--- src/rtl/subservient_wb_initiator.sv ---
// -----------------------------------------------------------------------------
// subservient_wb_initiator
//
// Single-outstanding Wishbone classic initiator. A host command (address,
// write data, byte selects, we) is turned into exactly one bus cycle. The
// result is returned on a response port. A cycle timeout guarantees that a
// response is produced even when the addressed slave never acks.
//
// Handshakes: every valid/ready pair transfers on a rising clock edge where
// valid and ready are both 1. A valid, once raised, is not withdrawn by this
// block until that transfer happens. The payload stays constant while valid
// is 1 and ready is 0.
//
// Ports:
//   i_wb_clk, i_wb_rst   clock, synchronous active-high reset
//   i_cmd_valid/o_cmd_ready, i_cmd_adr/dat/sel/we   host command
//   o_rsp_valid/i_rsp_ready, o_rsp_rdt, o_rsp_err   response (err = timeout)
//   o_wb_adr/dat/sel/we/cyc/stb, i_wb_rdt, i_wb_ack Wishbone classic master
//   o_dbg_state          current FSM state (0 IDLE, 1 BUS, 2 RESP)
// -----------------------------------------------------------------------------
module subservient_wb_initiator #(
  parameter int AW      = 32,
  parameter int DW      = 32,
  parameter int TIMEOUT = 255
) (
  input  logic              i_wb_clk,
  input  logic              i_wb_rst,
  // host command
  input  logic              i_cmd_valid,
  output logic              o_cmd_ready,
  input  logic [AW-1:0]     i_cmd_adr,
  input  logic [DW-1:0]     i_cmd_dat,
  input  logic [DW/8-1:0]   i_cmd_sel,
  input  logic              i_cmd_we,
  // response
  output logic              o_rsp_valid,
  input  logic              i_rsp_ready,
  output logic [DW-1:0]     o_rsp_rdt,
  output logic              o_rsp_err,
  // wishbone
  output logic [AW-1:0]     o_wb_adr,
  output logic [DW-1:0]     o_wb_dat,
  output logic [DW/8-1:0]   o_wb_sel,
  output logic              o_wb_we,
  output logic              o_wb_cyc,
  output logic              o_wb_stb,
  input  logic [DW-1:0]     i_wb_rdt,
  input  logic              i_wb_ack,
  // debug
  output logic [1:0]        o_dbg_state
);

  localparam int SW = DW / 8;
  // Counter holds 0..TIMEOUT-1. Keep at least one bit when the timeout is off.
  localparam int CW = (TIMEOUT <= 1) ? 1 : $clog2(TIMEOUT + 1);
  localparam bit TO_EN = (TIMEOUT != 0);
  localparam logic [CW-1:0] CNT_LAST = CW'((TIMEOUT == 0) ? 0 : TIMEOUT - 1);

  typedef enum logic [1:0] {
    S_IDLE = 2'd0,
    S_BUS  = 2'd1,
    S_RESP = 2'd2
  } state_t;

  state_t          state_q,     state_d;
  logic            cmd_ready_q, cmd_ready_d;
  logic [AW-1:0]   adr_q,       adr_d;
  logic [DW-1:0]   dat_q,       dat_d;
  logic [SW-1:0]   sel_q,       sel_d;
  logic            we_q,        we_d;
  logic            cyc_q,       cyc_d;
  logic            rsp_valid_q, rsp_valid_d;
  logic [DW-1:0]   rsp_rdt_q,   rsp_rdt_d;
  logic            rsp_err_q,   rsp_err_d;
  logic [CW-1:0]   cnt_q,       cnt_d;

  always_comb begin
    state_d     = state_q;
    cmd_ready_d = cmd_ready_q;
    adr_d       = adr_q;
    dat_d       = dat_q;
    sel_d       = sel_q;
    we_d        = we_q;
    cyc_d       = cyc_q;
    rsp_valid_d = rsp_valid_q;
    rsp_rdt_d   = rsp_rdt_q;
    rsp_err_d   = rsp_err_q;
    cnt_d       = cnt_q;

    unique case (state_q)
      S_IDLE: begin
        // cmd_ready_q is 1 throughout IDLE, so valid alone means a transfer.
        if (i_cmd_valid && cmd_ready_q) begin
          adr_d       = i_cmd_adr;
          dat_d       = i_cmd_dat;
          sel_d       = i_cmd_sel;
          we_d        = i_cmd_we;
          cyc_d       = 1'b1;
          cmd_ready_d = 1'b0;
          cnt_d       = '0;
          state_d     = S_BUS;
        end
      end

      S_BUS: begin
        // Ack takes priority over a timeout expiring on the same edge.
        if (i_wb_ack) begin
          cyc_d       = 1'b0;
          rsp_rdt_d   = we_q ? '0 : i_wb_rdt;
          rsp_err_d   = 1'b0;
          rsp_valid_d = 1'b1;
          state_d     = S_RESP;
        end else if (TO_EN && (cnt_q == CNT_LAST)) begin
          cyc_d       = 1'b0;
          rsp_rdt_d   = '0;
          rsp_err_d   = 1'b1;
          rsp_valid_d = 1'b1;
          state_d     = S_RESP;
        end else if (TO_EN) begin
          cnt_d = cnt_q + 1'b1;
        end
      end

      S_RESP: begin
        // Bus is idle here, so any stray ack is simply not looked at.
        if (rsp_valid_q && i_rsp_ready) begin
          rsp_valid_d = 1'b0;
          rsp_err_d   = 1'b0;
          rsp_rdt_d   = '0;
          cmd_ready_d = 1'b1;
          state_d     = S_IDLE;
        end
      end

      default: begin
        state_d     = S_IDLE;
        cmd_ready_d = 1'b1;
        cyc_d       = 1'b0;
        rsp_valid_d = 1'b0;
        rsp_err_d   = 1'b0;
        rsp_rdt_d   = '0;
      end
    endcase
  end

  // Reset also aborts an in-flight cycle; its response is never produced.
  always_ff @(posedge i_wb_clk) begin
    if (i_wb_rst) begin
      state_q     <= S_IDLE;
      cmd_ready_q <= 1'b1;
      adr_q       <= '0;
      dat_q       <= '0;
      sel_q       <= '0;
      we_q        <= 1'b0;
      cyc_q       <= 1'b0;
      rsp_valid_q <= 1'b0;
      rsp_rdt_q   <= '0;
      rsp_err_q   <= 1'b0;
      cnt_q       <= '0;
    end else begin
      state_q     <= state_d;
      cmd_ready_q <= cmd_ready_d;
      adr_q       <= adr_d;
      dat_q       <= dat_d;
      sel_q       <= sel_d;
      we_q        <= we_d;
      cyc_q       <= cyc_d;
      rsp_valid_q <= rsp_valid_d;
      rsp_rdt_q   <= rsp_rdt_d;
      rsp_err_q   <= rsp_err_d;
      cnt_q       <= cnt_d;
    end
  end

  assign o_cmd_ready = cmd_ready_q;
  assign o_rsp_valid = rsp_valid_q;
  assign o_rsp_rdt   = rsp_rdt_q;
  assign o_rsp_err   = rsp_err_q;
  assign o_wb_adr    = adr_q;
  assign o_wb_dat    = dat_q;
  assign o_wb_sel    = sel_q;
  assign o_wb_we     = we_q;
  assign o_wb_cyc    = cyc_q;
  assign o_wb_stb    = cyc_q;
  assign o_dbg_state = state_q;

endmodule
--- config.mk ---
export PLATFORM = sky130hd
export DESIGN_NAME = subservient_wb_initiator
export DESIGN_NICKNAME = d
export VERILOG_FILES = /design/src/rtl/subservient_wb_initiator.sv
export SDC_FILE = /design/constraint.sdc
export NUM_CORES = 1
export LEC_CHECK = 0
export ABC_CLOCK_PERIOD_IN_PS = 2100
export BUFFER_PORTS_ARGS = -buffer_cell sky130_fd_sc_hd__buf_2
export CAP_MARGIN = 20
export CORE_MARGIN = 2
export CORE_UTILIZATION = 35
export CTS_CLUSTER_SIZE = 14
export DETAILED_ROUTE_END_ITERATION = 12
export GPL_ROUTABILITY_DRIVEN = 0
export GPL_TIMING_DRIVEN = 0
export PLACE_DENSITY = 0.65
export SLEW_MARGIN = 20
export SYNTH_ARGS = -nofsm -noshare
export SYNTH_HDL_FRONTEND = slang
export SYNTH_SLANG_ARGS = --single-unit
--- constraint.sdc ---
create_clock -name i_wb_clk -period 2.1 [get_ports i_wb_clk]
set_clock_uncertainty 0.05 [all_clocks]
set_input_delay 0.42 -clock i_wb_clk [delete_from_list [all_inputs] [get_ports i_wb_clk]]
set_output_delay 0.42 -clock i_wb_clk [all_outputs]
set_load 0.01 [all_outputs]
==> impl_metrics.csv <==
group,metric,value,unit
outcome,status,"finished, final reports clean",
timing,worstMarginPinSlew,497.8,ps
global_routing,grt_max_degree,17,
cells_and_area,nNetsFinal,800,
setup_path,cpPeakStageDelay,370,ps
global_routing,grt_use_total,18.24,%
setup_path,cp_slowest_cell,"dfxtp_1",
yosys,netlist-cell-type-count,34,
detailed_routing,antenna_left,0,
setup_path,r2r-start,"cnt_q[0]",
die,chipHeight,112.2,microns
power,p_sw_share,23.66,%
timing,max_slew_margin,66.81,%
power,leakage,2.840,nW
setup_path,startpoint_type,"register",
timing,clock.fmax,561.3,MHz
setup_path,rrSetupSlack,320,ps
cells_and_area,multiInputGateArea,0.001592,sq mm
setup_path,critPathArrivalTime,2080,ps
global_routing,grt_pass1_vias,3759,
power,powerDensity,1058,mW/mm^2
clocking,cts.path.max_buffers,2,
yosys,synth-async-reset-ratio,0,%
setup_path,crit_start,"cnt_q[0]",
detailed_routing,drc,0,
power,power.internal,4.852,mW
yosys,netlist_top_cells_area,"dfxtp_1, nand2_1, a21oi_1, a22o_1, buf_2",
die,coreArea,0.01142,sq mm
detailed_routing,wl_per_cell,13.53,microns
power,pwr-share-clk,50.6,%
cells_and_area,layout_commonest_cell,"buf_2",
min_path,hp-class,"in -> reg",
setup_path,endpoint,"o_rsp_rdt[6]",
yosys,netlist.top_cell.by_area,"dfxtp_1",
timing,final.min_clock_period,1782,ps
timing,drv_slew,0,
power,combPwrFrac,11.6,%
timing,finalSetupViolations,0,
yosys,syn_area,0.004096,sq mm
cells_and_area,drive_gt1_share,39.43,%
timing,layout_worst_path_cycle_share,84.84,%
clocking,cts_resized,0,
die,dieArea,0.01259,sq mm
clocking,hold_buffers,0,
cells_and_area,design_area,0.006005,sq mm
setup_path,path_cells,"inv_1 > ha_1 > nand3_1 > o21bai_2 > a211oi_4 > buf_2 > a22o_1",
clocking,tritoncts,"yes",
die,core.rowCount,39,
setup_path,path_max_fanout,10,
yosys,synth_cells,460,
clocking,worstSkewPairLatency,410,ps
cells_and_area,mostFrequentLayoutCells,"buf_2, nand2_1, dfxtp_1, a21oi_1, a22o_1",
setup_path,timing.rr.end,"o_rsp_rdt[6]",
cells_and_area,regArea,0.002302,sq mm
global_routing,antenna_found_initial,0,
yosys,synth-edff-count,0,
cells_and_area,syn_to_final_growth,46.58,%
min_path,hp-start,"i_wb_rdt[10]",
yosys,yosysTopAreaCellShare,56.20,%
die,ioPinCount,214,
clocking,numCtsBuffers,17,
timing,rsz0062_at_grt,"no",
setup_path,cp.required,2400,ps
clocking,htreeDepth,4,
setup_path,crit_type,"reg -> reg",
run,max-cap-violations,0,
clocking,clock_sinks,115,
yosys,ys.flop_type,"dfxtp_1",
yosys,syn_nets,568,
power,power_switching,1.504,mW
power,power.total,6.356,mW
die,start_util,35.88,%
power,vdd_drop_max,0.8191,mV
global_routing,grt_overflow,0,
yosys,avgSynthCellArea,8.905,sq um
detailed_routing,vias,4027,
yosys,yosysWarnings,0,
cells_and_area,antennaDiodeCount,0,
global_routing,grt_pass1_wl,18.28,mm
place,hpwl,8.559,mm
clocking,postCtsSetupBuffers,0,
cells_and_area,fill_cells,1111,
timing,finalSetupTns,0,ps
place,place_area,0.005341,sq mm
timing,finalHoldViolCount,0,
detailed_routing,totalWireLength,11.47,mm
timing,whs,177.1,ps
clocking,clk_pin_slew,50,ps
setup_path,worstSetupEndpointType,"register",
setup_path,worstRegToRegCells,7,
cells_and_area,finish.utilization,52.59,%
clocking,clockRootBuffer,"clkbuf_16",
place,portBuffers,213,
detailed_routing,drt_iter0_drc,141,
die,die_w,112.2,microns
detailed_routing,dr.pass1.iters,4,
yosys,yosysSeqAreaShare,56.20,%
detailed_routing,routed_via_density,4.749,
yosys,synth-seq-cells,115,
power,p_seq_share,37.8,%
-- worst max-delay path: cells and delay by family (launching register included) --
kind / cells / cell delay [ps]
AOI/OAI and AO/OA: 3 / 600
adders and majority gates: 1 / 200
buffers and inverters: 2 / 360
DFF: 1 / 370
and+or+nand+nor: 1 / 160
-- routing by layer --
| layer | part of all wire [%] | vias up | GRT usage (%) |
|---|---|---|---|
| met5 | 0 | - | 0 |
| met4 | 0.84 | 0 | 6.911 |
| met3 | 7.2 | 5 | 6.425 |
| met2 | 49 | 151 | 29.88 |
| met1 | 43 | 1848 | 22.13 |
| li1 | - | 2023 | - |
-- synth_stat cells (4+ instances only) --
cell / n
a21oi_1: 80
a22o_1: 32
buf_2: 15
buf_4: 5
buf_6: 4
clkbuf_1: 9
dfxtp_1: 115
nand2_1: 143
nand3_1: 12
nor2_1: 6
o21a_1: 4
o21ai_0: 6
-- worst min-delay path by stage --
stage	endpoint	slack [ps]	cells past startpoint
after floorplan	cnt_q[0]	420	2
after global placement	o_wb_dat[13]	390	2
after detailed placement	o_wb_dat[27]	390	2
after CTS	o_rsp_rdt[10]	160	2
after global routing	o_rsp_rdt[1]	160	2
final	o_rsp_rdt[10]	180	2
-- power groups by stage --
stage	registers [mW]	clock network [mW]	logic, mW
3_3_place_gp	2.44	0	0.731
4_1_cts	2.40	3.28	0.748
5_1_grt	2.42	3.38	0.824
2_1_floorplan	2.51	0	0.338
3_5_place_dp	2.45	0	0.745
6_report	2.40	3.22	0.737
-- sequential cells by signal (all words and copies together), names as in the netlist --
signal / count
o_wb_we: 1
o_rsp_err: 1
o_wb_cyc: 1
o_wb_dat: 32
o_cmd_ready: 1
cnt_q: 8
o_rsp_valid: 1
o_rsp_rdt: 32
o_dbg_state: 2
o_wb_sel: 4
o_wb_adr: 32
-- cell type report --
| cell class | instances | share of cell area, % |
|---|---|---|
| Sequential cell | 115 | 38.34 |
| Multi-Input combinational cell | 309 | 26.51 |
| Timing Repair Buffer | 213 | 17.75 |
| Clock buffer | 17 | 7.085 |
| Clock inverter | 15 | 3.959 |
| Buffer | 34 | 3.251 |
| Tap cell | 143 | 2.980 |
| Inverter | 2 | 0.1250 |
-- kinds of logic after synthesis --
family | share of synthesized area, %
buffers and inverters | 4.948
AND/OR/NAND/NOR | 17.81
AO/OA/AOI/OAI | 20.43
adder cells (fa/ha/maj) | 0.6108
flip-flops | 56.20
-- per-stage QoR --
stage / instances / setup WS [ps]
CTS: 848 / 296.8
global route: 848 / 132.7
finish: 848 / 318.3
global placement: 816 / 350.3
detailed placement: 816 / 309.8
floorplan: 460 / 548.8
No activity file was read; power rests on OpenSTA's default activity.
